## config.mk

```make
export PLATFORM = sky130hd
export DESIGN_NAME = sprite_palette_bank
export DESIGN_NICKNAME = d
export VERILOG_FILES = /design/src/rtl/sprite_palette_bank.sv
export SDC_FILE = /design/constraint.sdc
export NUM_CORES = 2
export LEC_CHECK = 0
export CAP_MARGIN = 30
export CORE_MARGIN = 1
export CORE_UTILIZATION = 25
export DETAILED_ROUTE_END_ITERATION = 8
export PLACE_DENSITY = 0.44
export RECOVER_POWER = 50
export REMOVE_ABC_BUFFERS = 1
export SYNTH_ARGS = -nofsm -noshare
export SYNTH_HDL_FRONTEND = slang
export SYNTH_SLANG_ARGS = --single-unit
```

## constraint.sdc

```tcl
create_clock -name Clk -period 4.9 [get_ports Clk]
set_input_delay 0.98 -clock Clk [delete_from_list [all_inputs] [get_ports Clk]]
set_output_delay 0.98 -clock Clk [all_outputs]
set_load 0.005 [all_outputs]
```

## src/rtl/sprite_palette_bank.sv

```systemverilog
// Per-pose sprite palette with a two-stage lookup pipeline, write bypass,
// transparent-index handling and a blinking hit-flash overlay.
module sprite_palette_bank #(
  parameter int NUM_POSES       = 10,
  parameter int IDX_W           = 4,
  parameter int COLOR_W         = 4,
  parameter int TRANSPARENT_IDX = 0,
  parameter int FLASH_LEN       = 32,
  parameter int FLASH_HALF      = 4,
  localparam int PW = (NUM_POSES > 1) ? $clog2(NUM_POSES) : 1
) (
  input  logic                 Clk,
  input  logic                 Reset_n,
  input  logic                 req_valid,
  input  logic [PW-1:0]        pose_sel,
  input  logic [IDX_W-1:0]     index,
  input  logic                 wr_en,
  input  logic [PW-1:0]        wr_pose,
  input  logic [IDX_W-1:0]     wr_idx,
  input  logic [3*COLOR_W-1:0] wr_rgb,
  input  logic                 flash_start,
  output logic                 out_valid,
  output logic [COLOR_W-1:0]   red,
  output logic [COLOR_W-1:0]   green,
  output logic [COLOR_W-1:0]   blue,
  output logic                 transparent,
  output logic                 flash_active
);

  localparam int DEPTH       = 2 ** IDX_W;
  localparam int NUM_ENTRIES = NUM_POSES * DEPTH;
  localparam int AW          = PW + IDX_W;
  localparam int RGB_W       = 3 * COLOR_W;
  localparam int CW          = $clog2(FLASH_LEN + 1);

  localparam logic [PW:0]      POSE_LIMIT = (PW + 1)'(NUM_POSES);
  localparam logic [IDX_W-1:0] TRANSP_IDX = IDX_W'(TRANSPARENT_IDX);
  localparam logic [CW-1:0]    FLASH_LOAD = CW'(FLASH_LEN);
  localparam logic [CW-1:0]    FLASH_STEP = CW'(FLASH_HALF);

  // Palette storage: data array without reset, plus one valid bit per entry
  // that reset clears, so a cleared entry reads as 0 until it is rewritten.
  logic [RGB_W-1:0]       palette_mem [NUM_ENTRIES];
  logic [NUM_ENTRIES-1:0] entry_valid_reg;

  logic          wr_ok;
  logic [AW-1:0] wr_addr;

  assign wr_ok   = wr_en && ({1'b0, wr_pose} < POSE_LIMIT);
  assign wr_addr = {wr_pose, wr_idx};

  always_ff @(posedge Clk) begin
    if (wr_ok) begin
      palette_mem[wr_addr] <= wr_rgb;
    end
  end

  always_ff @(posedge Clk or negedge Reset_n) begin
    if (!Reset_n) begin
      entry_valid_reg <= '0;
    end else if (wr_ok) begin
      entry_valid_reg[wr_addr] <= 1'b1;
    end
  end

  // Stage 1: capture the request.
  logic             s1_valid_reg;
  logic [PW-1:0]    s1_pose_reg;
  logic [IDX_W-1:0] s1_index_reg;

  always_ff @(posedge Clk or negedge Reset_n) begin
    if (!Reset_n) begin
      s1_valid_reg <= 1'b0;
      s1_pose_reg  <= '0;
      s1_index_reg <= '0;
    end else begin
      s1_valid_reg <= req_valid;
      s1_pose_reg  <= pose_sel;
      s1_index_reg <= index;
    end
  end

  // Stage 2: read the entry, forwarding a write that lands on the same edge.
  logic             rd_pose_ok;
  logic [AW-1:0]    rd_addr;
  logic             bypass;
  logic             transp_pix;
  logic [RGB_W-1:0] stored_rgb;

  assign rd_pose_ok = ({1'b0, s1_pose_reg} < POSE_LIMIT);
  assign rd_addr    = {s1_pose_reg, s1_index_reg};
  assign bypass     = wr_ok && (wr_addr == rd_addr);
  assign transp_pix = !rd_pose_ok || (s1_index_reg == TRANSP_IDX);

  always_comb begin
    stored_rgb = '0;
    if (bypass) begin
      stored_rgb = wr_rgb;
    end else if (rd_pose_ok && entry_valid_reg[rd_addr]) begin
      stored_rgb = palette_mem[rd_addr];
    end
  end

  // Flash counter and blink phase.
  logic [CW-1:0] flash_cnt_reg;
  logic [CW-1:0] flash_cnt_next;
  logic [CW-1:0] flash_elapsed;
  logic [CW-1:0] flash_phase;
  logic          flash_on;
  logic          flash_active_reg;

  always_comb begin
    flash_cnt_next = flash_cnt_reg;
    if (flash_start) begin
      flash_cnt_next = FLASH_LOAD;
    end else if (flash_cnt_reg != '0) begin
      flash_cnt_next = flash_cnt_reg - 1'b1;
    end
  end

  // Phase uses the counter value that appears alongside the registered
  // pixel, so the blink lines up with flash_active on the same cycle.
  assign flash_elapsed = FLASH_LOAD - flash_cnt_next;
  assign flash_phase   = flash_elapsed / FLASH_STEP;
  assign flash_on      = (flash_cnt_next != '0) && !flash_phase[0];

  always_ff @(posedge Clk or negedge Reset_n) begin
    if (!Reset_n) begin
      flash_cnt_reg    <= '0;
      flash_active_reg <= 1'b0;
    end else begin
      flash_cnt_reg    <= flash_cnt_next;
      flash_active_reg <= (flash_cnt_next != '0);
    end
  end

  // Output registers.
  logic out_valid_reg;
  logic transparent_reg;

  always_ff @(posedge Clk or negedge Reset_n) begin
    if (!Reset_n) begin
      out_valid_reg   <= 1'b0;
      transparent_reg <= 1'b0;
    end else begin
      out_valid_reg   <= s1_valid_reg;
      transparent_reg <= s1_valid_reg && transp_pix;
    end
  end

  // Channel 0 is red (MSBs of the packed colour), 2 is blue.
  genvar gi;
  generate
    for (gi = 0; gi < 3; gi++) begin : g_chan
      logic [COLOR_W-1:0] stored_chan;
      logic [COLOR_W-1:0] chan_next;
      logic [COLOR_W-1:0] chan_reg;

      assign stored_chan = stored_rgb[(2-gi)*COLOR_W +: COLOR_W];

      always_comb begin
        chan_next = '0;
        if (s1_valid_reg && !transp_pix) begin
          chan_next = flash_on ? {COLOR_W{1'b1}} : stored_chan;
        end
      end

      always_ff @(posedge Clk or negedge Reset_n) begin
        if (!Reset_n) begin
          chan_reg <= '0;
        end else begin
          chan_reg <= chan_next;
        end
      end
    end
  endgenerate

  assign out_valid    = out_valid_reg;
  assign transparent  = transparent_reg;
  assign flash_active = flash_active_reg;
  assign red          = g_chan[0].chan_reg;
  assign green        = g_chan[1].chan_reg;
  assign blue         = g_chan[2].chan_reg;

endmodule

```

==> results.json <==
{
  "remaining_drc_errors": 0,
  "multi_input_area_um2": 18300,
  "cts_resized": 0,
  "crit_required_ns": 5.43,
  "ant_nets": 0,
  "grt-ovfl-total": 0,
  "vias_per_cell": 4.65,
  "tightest_slew_ns": 4.11,
  "fmax_ghz": 0.236,
  "io_pins": 48,
  "hold_viol": 0,
  "die_width_um": 575,
  "cp.arrival_ns": 4.76,
  "syn_area_um2": 81900,
  "hold_path_class": "input pin to asynchronous set/reset pin",
  "hold_slack_ns": 0.0777,
  "seq_area_frac_synth_pct": 76.2,
  "worst_slack_ns": 0.671,
  "clk_latency_ns": 0.92,
  "dp_slack_ns": 0.919,
  "rows": 209,
  "rr_startpoint": "s1_index_reg[0]",
  "grt_pass1_vias": 42937,
  "regArea_um2": 62400,
  "syn_inst": 4091,
  "num-fill-cells": 31672,
  "power.leakage_nw": 32.2,
  "cts_hold_repair.buffers": 0,
  "dr.pass1.iters": 6,
  "core_area_um2": 325000,
  "yosys_most_used_dff": "edfxtp_1",
  "synthArstFlopShare_pct": 9.00,
  "tns_ns": 0,
  "clock-sinks": 2110,
  "grt_max_degree": 100,
  "reg2reg_slack_ns": 0.99,
  "place_hpwl_mm": 159,
  "syn2layout_area_growth_pct": 18.4,
  "grt_pass1_wl_mm": 354,
  "violations": "max-capacitance violations, max-slew violations",
  "ctsLongestPathBuffers": 4,
  "route.vias.total": 41986,
  "largest_reg_flops": 1920,
  "htreeDepth": 4,
  "drtIter0Drc": 3784,
  "endpoint_kind": "register",
  "final-setup-viol-count": 0,
  "r2r_cells": 11,
  "die_h_um": 575,
  "yosys_warnings": 0,
  "fin_crit_sh_pct": 86.3,
  "period_needed_ns": 4.23,
  "grt_use_total_pct": 15.1,
  "critPathLaunch": "wr_rgb[9]",
  "critPathMaxFanout": 73,
  "syn-mean-instance-area_um2": 20.0,
  "slew_headroom_pct": -174,
  "powerDensity_nw_per_um2": 404,
  "port_buffers": 47,
  "max_stage_delay_ns": 2.92,
  "ys_ff_latch": 2110,
  "rsz0062_at_grt": "false",
  "cts_setup_buffers": 0,
  "die_area_um2": 330000,
  "ir_drop_v": 0.000293,
  "wl_per_cell_um": 28.1,
  "cts_tree": "done",
  "slew_viol_final": 1247,
  "crit_buf_inv": 2,
  "gp_congestion": 0.817,
  "path_clk_slew_ns": 0.05,
  "cap_violations": 19,
  "path_cells": "clkdlybuf4s25_1 -> buf_4",
  "wirelength_mm": 254,
  "cts_root_buf": "clkbuf_16",
  "layout-drive-gt1-share_pct": 27.1,
  "cts_buffers": 226,
  "status": "finished with violations",
  "synth_edf_count": 1920,
  "start_util_pct": 25.2,
  "finish.net_count": 4546,
  "crit_cells": 2,
  "synth_cell_types": 66,
  "worst_clock_skew_ns": 0.131,
  "start_kind": "input pin",
  "slowest_stage": "clkdlybuf4s25_1",
  "path_class": "input pin to register",
  "cp_top_family": "buffers and inverters",
  "antenna_found_initial": 9
}
[final cells by class]
cell class	instances	share of cell area [%]
Sequential cell	2110	64.3
Multi-Input combinational cell	1748	18.9
Clock buffer	320	6.48
Tap cell	4325	5.58
Timing Repair Buffer	417	3.78
Clock inverter	93	0.919
Antenna cell	14	0.0361
Inverter	8	0.0335
[report_power, final]
group | switching [mW] | leakage, nW | internal, mW
clock | 7.12 | 3.50 | 9.65
combinational | 1.59 | 8.91 | 0.904
sequential | 0.150 | 19.8 | 19.8
[final timing paths]
| kind | end |
|---|---|
| worst max-delay path | palette_mem[103][9] |
| worst min-delay path | s1_valid_reg |
| worst max register to register | blue[3] |
| worst min register to register | out_valid |
| max in group asynchronous | s1_index_reg[0] |
| min in group Clk | out_valid |
[routing by layer]
metal  part of all wire [%]  GRT usage [%]  up-vias
met5                 0.0051              0        -
met4                    3.1           4.64        2
met3                    4.5           1.96      324
met2                     48           25.0     1145
met1                     44           20.7    22862
li1                       -              -    17653
[synthesized netlist by cell type, types with 50 or more instances]
master / count / share of area, %
nor2_1: 220 / 1.0
clkbuf_1: 100 / 0.46
nand2_1: 51 / 0.23
a221oi_1: 79 / 0.84
mux2i_1: 307 / 3.7
a21oi_1: 82 / 0.50
dfrtp_1: 190 / 5.8
a22oi_1: 123 / 1.1
edfxtp_1: 1920 / 70
or2_2: 164 / 1.3
buf_2: 50 / 0.31
mux4_2: 390 / 11
[kinds of logic after synthesis]
kind of cell               count (synthesis)  synth area share, %
AOI/OAI and AO/OA                        441                 3.88
buffers and inverters                    233                 1.59
muxes                                    704                 14.6
DFF                                     2110                 76.2
xor gates and xnor gates                  13                0.139
and+or+nand+nor                          588                 3.64
adders and majority gates                  2               0.0305
[per-stage QoR]
| step | power (mW) | cell area, µm² | std cells | util [%] |
|---|---|---|---|---|
| after global routing | 40.5 | 97000 | 9025 | 29.9 |
| after detailed placement | 22.9 | 90000 | 8608 | 27.7 |
| final | 39.2 | 97100 | 9035 | 29.9 |
| after CTS | 39.7 | 97200 | 9021 | 29.9 |
| after global placement | 22.8 | 89800 | 8598 | 27.6 |
| after floorplan | 22.2 | 80700 | 3866 | - |
[cells in the final DEF (no fill, tap or decap), drive strengths merged, types with 7 or more instances in the layout]
cell / count
a31o: 11
and3: 8
nand4: 16
mux4: 390
dfrtp: 190
nor4: 10
o32ai: 13
o21ai: 49
xnor2: 12
nor3: 14
a22o: 17
mux2i: 307
nor2b: 16
a211oi: 8
a21oi: 82
mux2: 7
o221ai: 16
o22ai: 10
or2: 165
clkinv: 67
buf: 357
clkbuf: 343
nand2b: 20
bufinv: 14
nand3: 40
nor2: 220
a221oi: 79
inv: 14
diode: 14
a31oi: 7
dlygate4sd3: 9
edfxtp: 1920
nand2: 51
a22oi: 123
clkdlybuf4s50: 25
Note: power is estimated with default switching activity, not from simulation.
